$ cat src/rtl/debug_dump_sequencer_pkg.sv
// Shared definitions for the debug dump sequencer: FSM states, default header
// bytes and the expected frame length.
package dbg_pkg;

    typedef enum logic [3:0] {
        S_IDLE,
        S_HDR,
        S_PC,
        S_DM_RD,
        S_DM_TX,
        S_RB_RD,
        S_RB_TX,
        S_CLK,
        S_CSUM,
        S_FIN
    } state_t;

    localparam logic [7:0] HDR_FULL_DEFAULT  = 8'hA5;
    localparam logic [7:0] HDR_SHORT_DEFAULT = 8'h5A;

    function automatic int unsigned frame_bytes(input int unsigned dw,
                                                input int unsigned dm,
                                                input int unsigned rb,
                                                input logic        short_frame);
        return short_frame ? 2 + 2 * (dw / 8) : 2 + (dw / 8) * (2 + dm + rb);
    endfunction

endpackage

$ cat src/rtl/debug_dump_sequencer_word_serializer.sv
// Sends one word (or a single byte) LSB first over a tx_start/tx_done byte
// handshake; o_word_done is high in the cycle the last byte's tx_done arrives.
module word_serializer #(
    parameter int unsigned DATA_WIDTH = 32
) (
    input  logic                  clk,
    input  logic                  reset,
    input  logic                  i_load,
    input  logic                  i_single,
    input  logic [DATA_WIDTH-1:0] i_word,
    input  logic                  i_tx_done,
    output logic [7:0]            o_tx_data,
    output logic                  o_tx_start,
    output logic                  o_word_done,
    output logic                  o_active
);

    localparam int unsigned NBYTES = DATA_WIDTH / 8;
    localparam int unsigned IW     = (NBYTES > 1) ? $clog2(NBYTES) : 1;

    logic [DATA_WIDTH-1:0] r_shift;
    logic [IW-1:0]         r_idx;
    logic [IW-1:0]         r_last;
    logic                  r_active;
    logic                  r_tx_start;
    logic [7:0]            r_tx_data;
    logic                  w_last_done;

    assign w_last_done = r_active && i_tx_done && (r_idx == r_last);
    assign o_word_done = w_last_done;
    assign o_tx_data   = r_tx_data;
    assign o_tx_start  = r_tx_start;
    assign o_active    = r_active;

    // A load may coincide with the previous word's final tx_done; it takes priority.
    always_ff @(posedge clk or posedge reset) begin
        if (reset) begin
            r_shift    <= '0;
            r_idx      <= '0;
            r_last     <= '0;
            r_active   <= 1'b0;
            r_tx_start <= 1'b0;
            r_tx_data  <= '0;
        end else begin
            r_tx_start <= 1'b0;
            if (i_load) begin
                r_tx_data  <= i_word[7:0];
                r_shift    <= i_word >> 8;
                r_idx      <= '0;
                r_last     <= i_single ? '0 : IW'(NBYTES - 1);
                r_active   <= 1'b1;
                r_tx_start <= 1'b1;
            end else if (r_active && i_tx_done) begin
                if (r_idx == r_last) begin
                    r_active <= 1'b0;
                end else begin
                    r_idx      <= r_idx + 1'b1;
                    r_tx_data  <= r_shift[7:0];
                    r_shift    <= r_shift >> 8;
                    r_tx_start <= 1'b1;
                end
            end
        end
    end

endmodule

$ cat src/rtl/debug_dump_sequencer.sv
// Streams a framed debug snapshot (header, PC, DM, RB, clock count, XOR checksum)
// byte-wise to a UART transmitter on a start request.
module debug_dump_sequencer
    import dbg_pkg::*;
#(
    parameter int unsigned DATA_WIDTH = 32,
    parameter int unsigned DM_DEPTH   = 1024,
    parameter int unsigned RB_REGS    = 32,
    parameter int unsigned RD_LAT     = 1,
    parameter logic [7:0]  HDR_FULL   = HDR_FULL_DEFAULT,
    parameter logic [7:0]  HDR_SHORT  = HDR_SHORT_DEFAULT,
    localparam int unsigned DAW = (DM_DEPTH > 1) ? $clog2(DM_DEPTH) : 1,
    localparam int unsigned RAW = (RB_REGS > 1) ? $clog2(RB_REGS) : 1
) (
    input  logic                  clk,
    input  logic                  reset,
    input  logic                  start,
    input  logic                  short_mode,
    input  logic [DATA_WIDTH-1:0] current_pc,
    input  logic [DATA_WIDTH-1:0] clock_count,
    output logic [DAW-1:0]        dm_addr,
    input  logic [DATA_WIDTH-1:0] dm_data,
    output logic [RAW-1:0]        rb_addr,
    input  logic [DATA_WIDTH-1:0] rb_data,
    output logic [7:0]            tx_data,
    output logic                  tx_start,
    input  logic                  tx_done,
    output logic                  busy,
    output logic                  done
);

    localparam int unsigned LW = $clog2(RD_LAT + 1) + 1;

    state_t                r_state;
    logic [DATA_WIDTH-1:0] r_pc;
    logic [DATA_WIDTH-1:0] r_clk;
    logic                  r_short;
    logic [7:0]            r_csum;
    logic [DAW-1:0]        r_dm_addr;
    logic [RAW-1:0]        r_rb_addr;
    logic [LW-1:0]         r_lat;
    logic                  r_busy;
    logic                  r_done;

    logic                  w_load;
    logic                  w_single;
    logic [DATA_WIDTH-1:0] w_word;
    logic                  w_ws_done;
    logic                  w_ws_active;
    logic                  w_dm_last;
    logic                  w_rb_last;

    assign w_dm_last = (r_dm_addr == DAW'(DM_DEPTH - 1));
    assign w_rb_last = (r_rb_addr == RAW'(RB_REGS - 1));

    // Next word is handed over on the same edge as the previous word's last tx_done.
    always_comb begin
        w_load   = 1'b0;
        w_single = 1'b0;
        w_word   = '0;
        case (r_state)
            S_IDLE: if (start) begin
                w_load   = 1'b1;
                w_single = 1'b1;
                w_word   = DATA_WIDTH'(short_mode ? HDR_SHORT : HDR_FULL);
            end
            S_HDR: if (w_ws_done) begin
                w_load = 1'b1;
                w_word = r_pc;
            end
            S_PC: if (w_ws_done && r_short) begin
                w_load = 1'b1;
                w_word = r_clk;
            end
            S_DM_RD: if (r_lat == LW'(RD_LAT)) begin
                w_load = 1'b1;
                w_word = dm_data;
            end
            S_RB_RD: if (r_lat == LW'(RD_LAT)) begin
                w_load = 1'b1;
                w_word = rb_data;
            end
            S_RB_TX: if (w_ws_done && w_rb_last) begin
                w_load = 1'b1;
                w_word = r_clk;
            end
            S_CLK: if (w_ws_done) begin
                w_load   = 1'b1;
                w_single = 1'b1;
                w_word   = DATA_WIDTH'(r_csum);
            end
            default: ;
        endcase
    end

    word_serializer #(.DATA_WIDTH(DATA_WIDTH)) u_ser (
        .clk         (clk),
        .reset       (reset),
        .i_load      (w_load),
        .i_single    (w_single),
        .i_word      (w_word),
        .i_tx_done   (tx_done),
        .o_tx_data   (tx_data),
        .o_tx_start  (tx_start),
        .o_word_done (w_ws_done),
        .o_active    (w_ws_active)
    );

    always_ff @(posedge clk or posedge reset) begin
        if (reset) begin
            r_state   <= S_IDLE;
            r_pc      <= '0;
            r_clk     <= '0;
            r_short   <= 1'b0;
            r_csum    <= '0;
            r_dm_addr <= '0;
            r_rb_addr <= '0;
            r_lat     <= '0;
            r_busy    <= 1'b0;
            r_done    <= 1'b0;
        end else begin
            r_done <= 1'b0;
            if (tx_start) r_csum <= r_csum ^ tx_data;
            case (r_state)
                S_IDLE: if (start) begin
                    r_busy  <= 1'b1;
                    r_pc    <= current_pc;
                    r_clk   <= clock_count;
                    r_short <= short_mode;
                    r_csum  <= '0;
                    r_state <= S_HDR;
                end
                S_HDR: if (w_ws_done) r_state <= S_PC;
                S_PC: if (w_ws_done) begin
                    r_lat   <= '0;
                    r_state <= r_short ? S_CLK : S_DM_RD;
                end
                S_DM_RD: begin
                    if (r_lat == LW'(RD_LAT)) r_state <= S_DM_TX;
                    else r_lat <= r_lat + 1'b1;
                end
                S_DM_TX: if (w_ws_done) begin
                    r_lat <= '0;
                    if (w_dm_last) begin
                        r_dm_addr <= '0;
                        r_state   <= S_RB_RD;
                    end else begin
                        r_dm_addr <= r_dm_addr + 1'b1;
                        r_state   <= S_DM_RD;
                    end
                end
                S_RB_RD: begin
                    if (r_lat == LW'(RD_LAT)) r_state <= S_RB_TX;
                    else r_lat <= r_lat + 1'b1;
                end
                S_RB_TX: if (w_ws_done) begin
                    r_lat <= '0;
                    if (w_rb_last) begin
                        r_rb_addr <= '0;
                        r_state   <= S_CLK;
                    end else begin
                        r_rb_addr <= r_rb_addr + 1'b1;
                        r_state   <= S_RB_RD;
                    end
                end
                S_CLK: if (w_ws_done) r_state <= S_CSUM;
                S_CSUM: if (w_ws_done) begin
                    r_done  <= 1'b1;
                    r_state <= S_FIN;
                end
                S_FIN: begin
                    r_busy  <= 1'b0;
                    r_state <= S_IDLE;
                end
                default: r_state <= S_IDLE;
            endcase
        end
    end

    assign dm_addr = r_dm_addr;
    assign rb_addr = r_rb_addr;
    assign busy    = r_busy;
    assign done    = r_done;

endmodule
$ cat config.mk
export PLATFORM = sky130hd
export DESIGN_NAME = debug_dump_sequencer
export DESIGN_NICKNAME = d
export VERILOG_FILES = /design/src/rtl/debug_dump_sequencer_pkg.sv /design/src/rtl/debug_dump_sequencer_word_serializer.sv /design/src/rtl/debug_dump_sequencer.sv
export SDC_FILE = /design/constraint.sdc
export NUM_CORES = 1
export LEC_CHECK = 0
export CORE_UTILIZATION = 35
export CTS_BUF_LIST = sky130_fd_sc_hd__clkbuf_4
export CTS_CLUSTER_SIZE = 20
export DETAILED_ROUTE_END_ITERATION = 6
export PLACE_DENSITY = 0.66
export SETUP_SLACK_MARGIN = 0.05
export SLEW_MARGIN = 20
export SYNTH_ARGS = -nofsm -noshare
export SYNTH_HDL_FRONTEND = slang
export SYNTH_SLANG_ARGS = --single-unit
$ cat constraint.sdc
create_clock -name clk -period 9.2 [get_ports clk]
set_input_delay 1.84 -clock clk [delete_from_list [all_inputs] [get_ports clk]]
set_output_delay 1.84 -clock clk [all_outputs]
set_load 0.01 [all_outputs]
==> impl_metrics.env, run 1 <==
export IMPL_synth_edf_count=0
export IMPL_die_area_um2=19900
export IMPL_fp_row_count=50
export IMPL_max_cap_violations=0
export IMPL_cts_buffer_depth=2
export IMPL_clock_root_buffer="clkbuf_4"
export IMPL_yosysTopAreaCellShare_pct=49.2
export IMPL_grt_overflow_total=0
export IMPL_htreeDepth=4
export IMPL_ys_seq_area_share_pct=49.2
export IMPL_finalSetupTns_ns=0
export IMPL_worstPathCellList="clkdlybuf4s50_1, nand3_2, buf_4, o311a_2, a221o_1"
export IMPL_crit_arrival_ns=4.30
export IMPL_fin_crit_sh_pct=41.5
export IMPL_power_mw=2.34
export IMPL_fin_worst_skew_ns=0.0143
export IMPL_hpwl_mm=12.6
export IMPL_setup_worst_path_end_class="flip-flop"
export IMPL_worst_path_stages=5
export IMPL_tightest_slew_ns=1.00
export IMPL_die_y_um=141
export IMPL_final_util_pct=46.5
export IMPL_grt_first_pass_wirelength_mm=29.0
export IMPL_drt_iter0_drc=420
export IMPL_pre_cts_ws_ns=4.81
export IMPL_async_flop_share_pct=100
export IMPL_post_cts_resized=0
export IMPL_critPathBufInv=2
export IMPL_r2r_slack_ns=5.84
export IMPL_yosys_top_cells_area="dfrtp_1 (49%), nand2_1 (13%), a22oi_1 (7.0%)"
export IMPL_first_global_vias=5498
export IMPL_clkTransAtPathRegs_ns=0.11
export IMPL_setup_viol=0
export IMPL_min_to="r_pc[7]$_DFFE_PP0P_"
export IMPL_maxSlewHeadroom_pct=33.1
export IMPL_startpoint_type="input port"
export IMPL_cts_buffers=17
export IMPL_vias_per_cell=5.08
export IMPL_reg2reg_from="r_state[1]$_DFFE_PP0P_"
export IMPL_finalMaxSlewViolations=0
export IMPL_gp_congestion=0.766
export IMPL_drc_errors=0
export IMPL_crit_type="input port to flip-flop"
export IMPL_core_um2=18800
export IMPL_leakage_nw=3.91
export IMPL_critical_path_top_delay_family="compound AO/OA/AOI/OAI gates"
export IMPL_reg2reg_to="u_ser.o_tx_data[5]$_DFFE_PP0P_"
export IMPL_max_stage_delay_ns=0.96
export IMPL_layout_common_cells="nand2_1 (236), clkdlybuf4s50_1 (158), dfrtp_1 (133), a22oi_1 (63), mux2i_1 (45)"
export IMPL_ys_seq_elements=133
export IMPL_worstSkewPairLatency_ns=0.54
export IMPL_synthCells=724
export IMPL_grt_max_degree=78
export IMPL_min_path_cells=2
export IMPL_final_common_cell="nand2_1"
export IMPL_yosys_most_used_dff="dfrtp_1"
export IMPL_drive_gt1_share_pct=7.35
export IMPL_routed_wl_mm=18.2
export IMPL_start_util_pct=36.0
export IMPL_antenna_found_initial=1
export IMPL_powerDensity_nw_per_um2=267
export IMPL_critical_path_required_ns=9.68
export IMPL_die_w_um=141
export IMPL_grt_total_usage_pct=18.9
export IMPL_cp_slowest_cell="o311a_2"
export IMPL_routed_via_count=5753
export IMPL_rsz0062_at_grt="false"
export IMPL_min_delay_start="r_pc[7]$_DFFE_PP0P_"
export IMPL_critPathMaxFanout=70
export IMPL_nNetsFinal=995
export IMPL_whs_ns=0.485
export IMPL_first_pass_iters=6
export IMPL_wire_per_inst_um=16.1
export IMPL_syn_area_um2=6770
export IMPL_hold_class="flip-flop to flip-flop"
export IMPL_synth_largest_area_cell="dfrtp_1"
export IMPL_clock_fmax_mhz=262
export IMPL_finalCriticalPeriod_ns=3.82
export IMPL_ff2ff_path_depth=6
export IMPL_status="finished, final reports clean"
export IMPL_postCtsSetupBuffers=0
export IMPL_worst_slack_ns=5.38
export IMPL_synthesis_nets=861
export IMPL_ys_types=52
export IMPL_synth_avg_cell_area_um2=9.35
export IMPL_hold_viol_final=0
export IMPL_ir_worst_vdd_v=0.000115
export IMPL_hold_buffers=0
export IMPL_cts_sinks=133
export IMPL_ioPinCount=159
export IMPL_ant_nets=0
export IMPL_port_buffers=158
export IMPL_area_growth_pct=29.3
export IMPL_ys_warn_count=0
export IMPL_cts_tree="yes"
## how the worst max path moves through the flow
stage	start	to	slack, ns
CTS	start	u_ser.r_shift[13]$_DFFE_PP0P_	5.41
global route	start	u_ser.o_tx_data[5]$_DFFE_PP0P_	5.24
finish	start	u_ser.o_tx_data[5]$_DFFE_PP0P_	5.38
detailed placement	start	u_ser.r_shift[13]$_DFFE_PP0P_	4.81
global placement	start	u_ser.o_tx_data[5]$_DFFE_PP0P_	4.85
floorplan	reset	busy$_DFFE_PP0P_	3.81
## registers in the layout (all words and copies together), names as in the netlist, 2 cells and up
signal,cells
dm_addr,10
r_clk,32
r_csum,8
r_lat,2
r_pc,32
r_state,4
rb_addr,5
u_ser.o_tx_data,8
u_ser.r_idx,2
u_ser.r_shift,24
## synthesized netlist by cell type, types with 2 or more instances
cell / number
clkbuf_1: 25
o21bai_1: 3
xnor2_1: 5
nor2_1: 20
a211oi_1: 2
nor3_1: 4
o31ai_1: 6
a31oi_1: 3
nor2b_1: 9
and2_1: 4
buf_6: 7
nand4_1: 3
and3_1: 5
o2bb2ai_1: 6
nand2b_1: 3
buf_2: 19
dfrtp_1: 133
mux2_2: 2
ha_1: 4
a22o_1: 2
o22ai_1: 12
nand2_1: 236
mux2i_1: 45
a21oi_1: 8
nand3_1: 10
xor2_1: 9
or3_1: 2
a31o_2: 9
o21ai_0: 17
a22oi_1: 63
a221o_1: 2
a221oi_1: 3
o22a_1: 17
nor3_2: 3
inv_1: 6
## cell type report
type	count	area, µm²
sequential	133	3330
multi-input combinational	533	3170
inverter	6	27.5
antenna	1	2.50
timing repair buffer	167	1650
tap	260	325
fill	1846	10100
clock buffer	17	128
clock inverter	15	129
## routing by layer
layer | part of all wire [%] | up-vias | routed length, µm | GRT usage, %
li1 | - | 2829 | - | -
met1 | 45 | 2735 | 8230 | 24.7
met2 | 48 | 167 | 8800 | 30.9
met3 | 4.6 | 22 | 840 | 3.94
met4 | 2.0 | 0 | 363 | 6.81
met5 | 0 | - | 0 | 0
## worst register-to-register path: stages, from the launching register on
cell and delay, ns:
dfrtp_1 0.71, nor2b_2 0.81, buf_4 0.42, nor3b_2 0.08
a21oi_1 0.13, o311a_2 0.81, a221o_1 0.34
## where the power goes
part           internal, mW  leakage [nW]  switching, mW
logic                 0.422          2.05          0.554
clock network         0.135         0.138          0.230
registers             0.814          1.72          0.185
total                  1.37          3.91          0.969
## through the flow
step / cells / area, µm²
2_1_floorplan: 724 / 6770
3_3_place_gp: 1099 / 8500
3_5_place_dp: 1099 / 8500
4_1_cts: 1131 / 8750
5_1_grt: 1132 / 8760
6_report: 1132 / 8760
## cell families (layout without fill, tap and decap cells)
| family | count (synthesis) | in the layout | synth area share [%] |
|---|---|---|---|
| muxes | 47 | 47 | 6.99 |
| AOI/OAI and AO/OA | 163 | 163 | 17.9 |
| xor gates and xnor gates | 14 | 14 | 1.81 |
| adders and majority gates | 4 | 4 | 0.739 |
| buffers and inverters | 58 | 205 | 4.34 |
| and+or+nand+nor | 305 | 305 | 19.1 |
| DFF | 133 | 133 | 49.2 |
| other | 0 | 1 | 0 |
Power figures use the tool's default switching activity.
==> inputs of run 2 (changes only) <==
clock period = 3.85 ns   (was 9.2 ns; I/O delays follow)
==> impl_metrics.env, run 2 (synthesis results as in run 1) <==
export IMPL_drc_errors=0
export IMPL_reg2reg_to="u_ser.o_tx_data[5]$_DFFE_PP0P_"
export IMPL_startpoint_type="flip-flop"
export IMPL_cts_buffers=17
export IMPL_die_y_um=141
export IMPL_ioPinCount=159
export IMPL_hold_viol_final=0
export IMPL_area_growth_pct=30.6
export IMPL_grt_overflow_total=0
export IMPL_min_to="r_pc[15]$_DFFE_PP0P_"
export IMPL_die_area_um2=19900
export IMPL_min_delay_start="r_pc[15]$_DFFE_PP0P_"
export IMPL_ant_nets=0
export IMPL_finalSetupTns_ns=0
export IMPL_max_stage_delay_ns=0.84
export IMPL_cts_sinks=133
export IMPL_clkTransAtPathRegs_ns=0.11
export IMPL_clock_root_buffer="clkbuf_4"
export IMPL_worstPathCellList="ha_1, and3_1, ha_1, inv_1, o22ai_1, a21oi_1, o311a_2, a221o_1"
export IMPL_antenna_found_initial=0
export IMPL_layout_common_cells="nand2_1 (236), clkdlybuf4s50_1 (158), dfrtp_1 (133), a22oi_1 (63), mux2i_1 (45)"
export IMPL_start_util_pct=36.0
export IMPL_grt_first_pass_wirelength_mm=28.9
export IMPL_port_buffers=158
export IMPL_reg2reg_from="rb_addr[0]$_DFFE_PP0P_"
export IMPL_fin_worst_skew_ns=0.0158
export IMPL_first_global_vias=5504
export IMPL_drive_gt1_share_pct=7.45
export IMPL_crit_top_cell="ha_1"
export IMPL_finalMaxSlewViolations=0
export IMPL_gp_congestion=0.790
export IMPL_first_pass_iters=5
export IMPL_powerDensity_nw_per_um2=650
export IMPL_routed_via_count=5764
export IMPL_cts_tree="yes"
export IMPL_grt_total_usage_pct=18.9
export IMPL_r2r_slack_ns=1.13
export IMPL_grt_max_degree=134
export IMPL_cts_buffer_depth=2
export IMPL_final_util_pct=47.0
export IMPL_leakage_nw=3.94
export IMPL_clock_fmax_mhz=368
export IMPL_ff2ff_path_depth=8
export IMPL_critical_path_required_ns=4.33
export IMPL_routed_wl_mm=18.3
export IMPL_cp_slowest_cell="o311a_2"
export IMPL_die_w_um=141
export IMPL_n_fill_cell=1844
export IMPL_min_path_cells=2
export IMPL_finalCriticalPeriod_ns=2.72
export IMPL_core_um2=18800
export IMPL_power_mw=5.75
export IMPL_setup_worst_path_end_class="flip-flop"
export IMPL_top_regs="r_clk (32), r_pc (32), u_ser.r_shift (24)"
export IMPL_nNetsFinal=997
export IMPL_stdcell_area_um2=8840
export IMPL_post_cts_resized=0
export IMPL_postCtsSetupBuffers=0
export IMPL_crit_type="flip-flop to flip-flop"
export IMPL_num_antenna_cells=0
export IMPL_drt_iter0_drc=411
export IMPL_hold_buffers=0
export IMPL_worstSkewPairLatency_ns=0.55
export IMPL_max_cap_violations=0
export IMPL_fp_row_count=50
export IMPL_critPathMaxFanout=37
export IMPL_ir_worst_vdd_v=0.000466
export IMPL_maxSlewHeadroom_pct=33.4
export IMPL_crit_arrival_ns=3.20
export IMPL_wire_per_inst_um=16.1
export IMPL_vias_per_cell=5.09
export IMPL_dpl_cell_area_um2=8550
export IMPL_setup_viol=0
export IMPL_final_common_cell="nand2_1"
export IMPL_rsz0062_at_grt="false"
export IMPL_htreeDepth=4
export IMPL_hold_class="flip-flop to flip-flop"
export IMPL_fin_crit_sh_pct=70.7
export IMPL_status="finished, final reports clean"
export IMPL_tightest_slew_ns=1.00
export IMPL_hpwl_mm=12.6
==> run 2: critical path, delay by kind of cell, from the launching register on <==
family | cells | cell delay, ns
AO/OA/AOI/OAI | 4 | 1.43
adder cells (fa/ha/maj) | 2 | 0.46
flip-flops | 1 | 0.44
AND/OR/NAND/NOR | 1 | 0.19
buffers and inverters | 1 | 0.13
==> run 2: routing by layer <==
metal | global-route usage, % | share of wire [%] | vias up
met2 | 30.9 | 49 | 158
met1 | 24.8 | 45 | 2765
met4 | 5.78 | 1.5 | 0
met5 | 0 | 0 | -
li1 | - | - | 2824
met3 | 4.45 | 5.0 | 17
==> run 2: power breakdown <==
part           internal [mW]  switching, mW  total [mW]
combinational           1.04           1.34        2.38
sequential              1.95          0.442        2.39
clock                  0.451          0.532       0.983
total                   3.43           2.31        5.75
==> run 2: layout make-up <==
| type | count | area (µm²) | share of cell area, % |
|---|---|---|---|
| tap | 260 | 325 | 3.68 |
| inverter | 6 | 26.3 | 0.297 |
| sequential | 133 | 3330 | 37.6 |
| clock buffer | 18 | 135 | 1.53 |
| clock inverter | 14 | 160 | 1.81 |
| multi-input combinational | 533 | 3170 | 35.8 |
| timing repair buffer | 169 | 1700 | 19.2 |
==> run 2: worst max-delay path by stage <==
stage,slack (ns),endpoint,cells after the start,startpoint
6_report,1.13,u_ser.o_tx_data[5]$_DFFE_PP0P_,8,rb_addr[0]$_DFFE_PP0P_
5_1_grt,0.93,u_ser.o_tx_data[5]$_DFFE_PP0P_,8,rb_addr[0]$_DFFE_PP0P_
4_1_cts,1.11,u_ser.o_tx_data[5]$_DFFE_PP0P_,8,rb_addr[0]$_DFFE_PP0P_
3_5_place_dp,1.02,u_ser.o_tx_data[3]$_DFFE_PP0P_,5,tx_done
3_3_place_gp,1.04,u_ser.o_tx_data[3]$_DFFE_PP0P_,5,tx_done
2_1_floorplan,1.43,busy$_DFFE_PP0P_,1,reset
==> run 2: per-stage QoR <==
stage / hold slack (ns) / instances / setup WS [ns]
5_1_grt: 0.505 / 1133 / 0.927
6_report: 0.488 / 1133 / 1.13
3_3_place_gp: 0.458 / 1101 / 1.04
4_1_cts: 0.491 / 1133 / 1.11
3_5_place_dp: 0.463 / 1101 / 1.02
2_1_floorplan: 0.445 / 724 / 1.43
==> inputs of run 3 (changes only) <==
PLACE_DENSITY = 0.68   (was 0.66)
clock period = 2.3 ns   (was 3.85 ns; I/O delays follow)
==> impl_metrics.env, run 3 (synthesis results as in run 1) <==
export IMPL_comb_power_share_pct=45.5
export IMPL_leakage_nw=4.14
export IMPL_routed_wl_mm=19.1
export IMPL_clock_fmax_mhz=457
export IMPL_ant_nets=0
export IMPL_die_y_um=141
export IMPL_cp_slowest_cell="clkdlybuf4s50_1"
export IMPL_port_buffers=158
export IMPL_rsz0062_at_grt="true"
export IMPL_vias_per_cell=5.12
export IMPL_status="finished, final reports clean"
export IMPL_power_internal_mw=6.11
export IMPL_clock_root_buffer="clkbuf_4"
export IMPL_htreeDepth=4
export IMPL_cts_buffer_depth=2
export IMPL_crit_top_cell="buf_4"
export IMPL_fin_crit_sh_pct=95.1
export IMPL_worst_slack_ns=0.112
export IMPL_pwr_share_clk_pct=15.3
export IMPL_drt_iter0_drc=450
export IMPL_pre_cts_ws_ns=0.0114
export IMPL_nNetsFinal=1028
export IMPL_gp_congestion=0.828
export IMPL_fp_row_count=50
export IMPL_setup_viol=0
export IMPL_drive_gt1_share_pct=12.3
export IMPL_fin_worst_skew_ns=0.0292
export IMPL_grt_max_degree=78
export IMPL_die_w_um=141
export IMPL_routed_via_count=5965
export IMPL_clkTransAtPathRegs_ns=0.13
export IMPL_grt_overflow_total=0
export IMPL_finalMaxSlewViolations=0
export IMPL_max_cap_violations=0
export IMPL_top_regs="r_clk (32), r_pc (32), u_ser.r_shift (24)"
export IMPL_worstPathCellList="buf_4, buf_4, clkdlybuf4s50_1"
export IMPL_hold_buffers=0
export IMPL_drc_errors=0
export IMPL_cts_buffers=17
export IMPL_tightest_slew_ns=0.476
export IMPL_startpoint="rb_addr[0]$_DFFE_PP0P_"
export IMPL_crit_arrival_ns=1.73
export IMPL_critPathBufInv=3
export IMPL_powerDensity_nw_per_um2=1100
export IMPL_cts_tree="yes"
export IMPL_reg2reg_from="rb_addr[0]$_DFFE_PP0P_"
export IMPL_setup_worst_path_end_class="primary output"
export IMPL_worstSkewPairLatency_ns=0.55
export IMPL_p_sw_share_pct=40.1
export IMPL_hold_class="input port to async pin"
export IMPL_start_util_pct=36.0
export IMPL_grt_total_usage_pct=19.6
export IMPL_ir_worst_vdd_v=0.000612
export IMPL_ioPinCount=159
export IMPL_critical_path_required_ns=1.84
export IMPL_instances_no_fill=1166
export IMPL_wire_per_inst_um=16.4
export IMPL_grt_first_pass_wirelength_mm=30.0
export IMPL_critPathMaxFanout=4
export IMPL_switching_power_mw=4.09
export IMPL_final_common_cell="nand2_1"
export IMPL_core_um2=18800
export IMPL_finalSetupTns_ns=0
export IMPL_first_pass_iters=5
export IMPL_seq_power_share_pct=39.3
export IMPL_die_area_um2=19900
export IMPL_first_global_vias=5795
export IMPL_area_growth_pct=36.9
export IMPL_maxSlewHeadroom_pct=68.2
export IMPL_antenna_found_initial=1
export IMPL_cts_sinks=133
export IMPL_max_stage_delay_ns=0.48
export IMPL_layout_common_cells="nand2_1 (236), clkdlybuf4s50_1 (158), dfrtp_1 (131), a22oi_1 (60), mux2i_1 (45)"
export IMPL_dp_cells=1127
export IMPL_crit_type="flip-flop to primary output"
export IMPL_hold_viol_final=0
export IMPL_critical_path_top_delay_family="buffers and inverters"
export IMPL_hpwl_mm=13.7
export IMPL_finalCriticalPeriod_ns=2.19
export IMPL_startpoint_type="flip-flop"
==> run 3: worst min-delay path: stages <==
cell and delay (ns):
clkdlybuf4s50_1 0.44, clkinvlp_4 0.12, buf_12 0.27
==> run 3: cell type report <==
cell class / instances / area, µm²
Antenna cell: 2 / 5.00
Clock buffer: 20 / 150
Clock inverter: 12 / 131
Fill cell: 1812 / 9560
Inverter: 6 / 26.3
Multi-Input combinational cell: 534 / 3250
Sequential cell: 133 / 3330
Tap cell: 260 / 325
Timing Repair Buffer: 199 / 2050
==> run 3: timing repair <==
action                     CTS  global route
cloned                       0             4
pin swaps                    0             4
resized for setup            2            13
setup endpoints to repair   10            32
setup buffers                0             1
==> run 3: final timing paths <==
kind                                            endpoint  slack [ns]  cells past startpoint
max                                           rb_addr[0]        0.11                      3
min                                 r_pc[12]$_DFFE_PP0P_        0.33                      3
max reg2reg                u_ser.r_shift[17]$_DFFE_PP0P_        0.13                      9
min reg2reg                          r_pc[7]$_DFFE_PP0P_        0.49                      2
max in group asynchronous     u_ser.o_tx_start$_DFF_PP0_        1.53                      3
min in group clk                     r_pc[8]$_DFFE_PP0P_        0.42                      3
==> run 3: metrics by stage <==
stage          instance area (µm²)  utilization [%]  hold slack [ns]  power, mW
2_1_floorplan                 6780                -            0.445       6.80
3_3_place_gp                  8820             46.9            0.459       8.29
3_5_place_dp                  8820             46.9            0.464       8.41
4_1_cts                       9110             48.4            0.313       9.98
5_1_grt                       9270             49.2            0.319       10.9
6_report                      9270             49.2            0.335       10.2
==> run 3: layer usage <==
layer	global-route usage, %	wire length [µm]	vias up
li1	-	-	2897
met1	25.5	8260	2866
met2	31.9	9360	177
met3	4.48	1080	25
met4	6.64	390	0
met5	0	0	-
==> run 3: power groups by stage <==
stage	Combinational (mW)	Sequential, mW	Clock, mW
floorplan	3.05	3.76	0
global placement	4.28	4.01	0
detailed placement	4.38	4.02	0
CTS	4.40	3.98	1.60
global route	5.11	4.11	1.71
finish	4.64	4.00	1.56
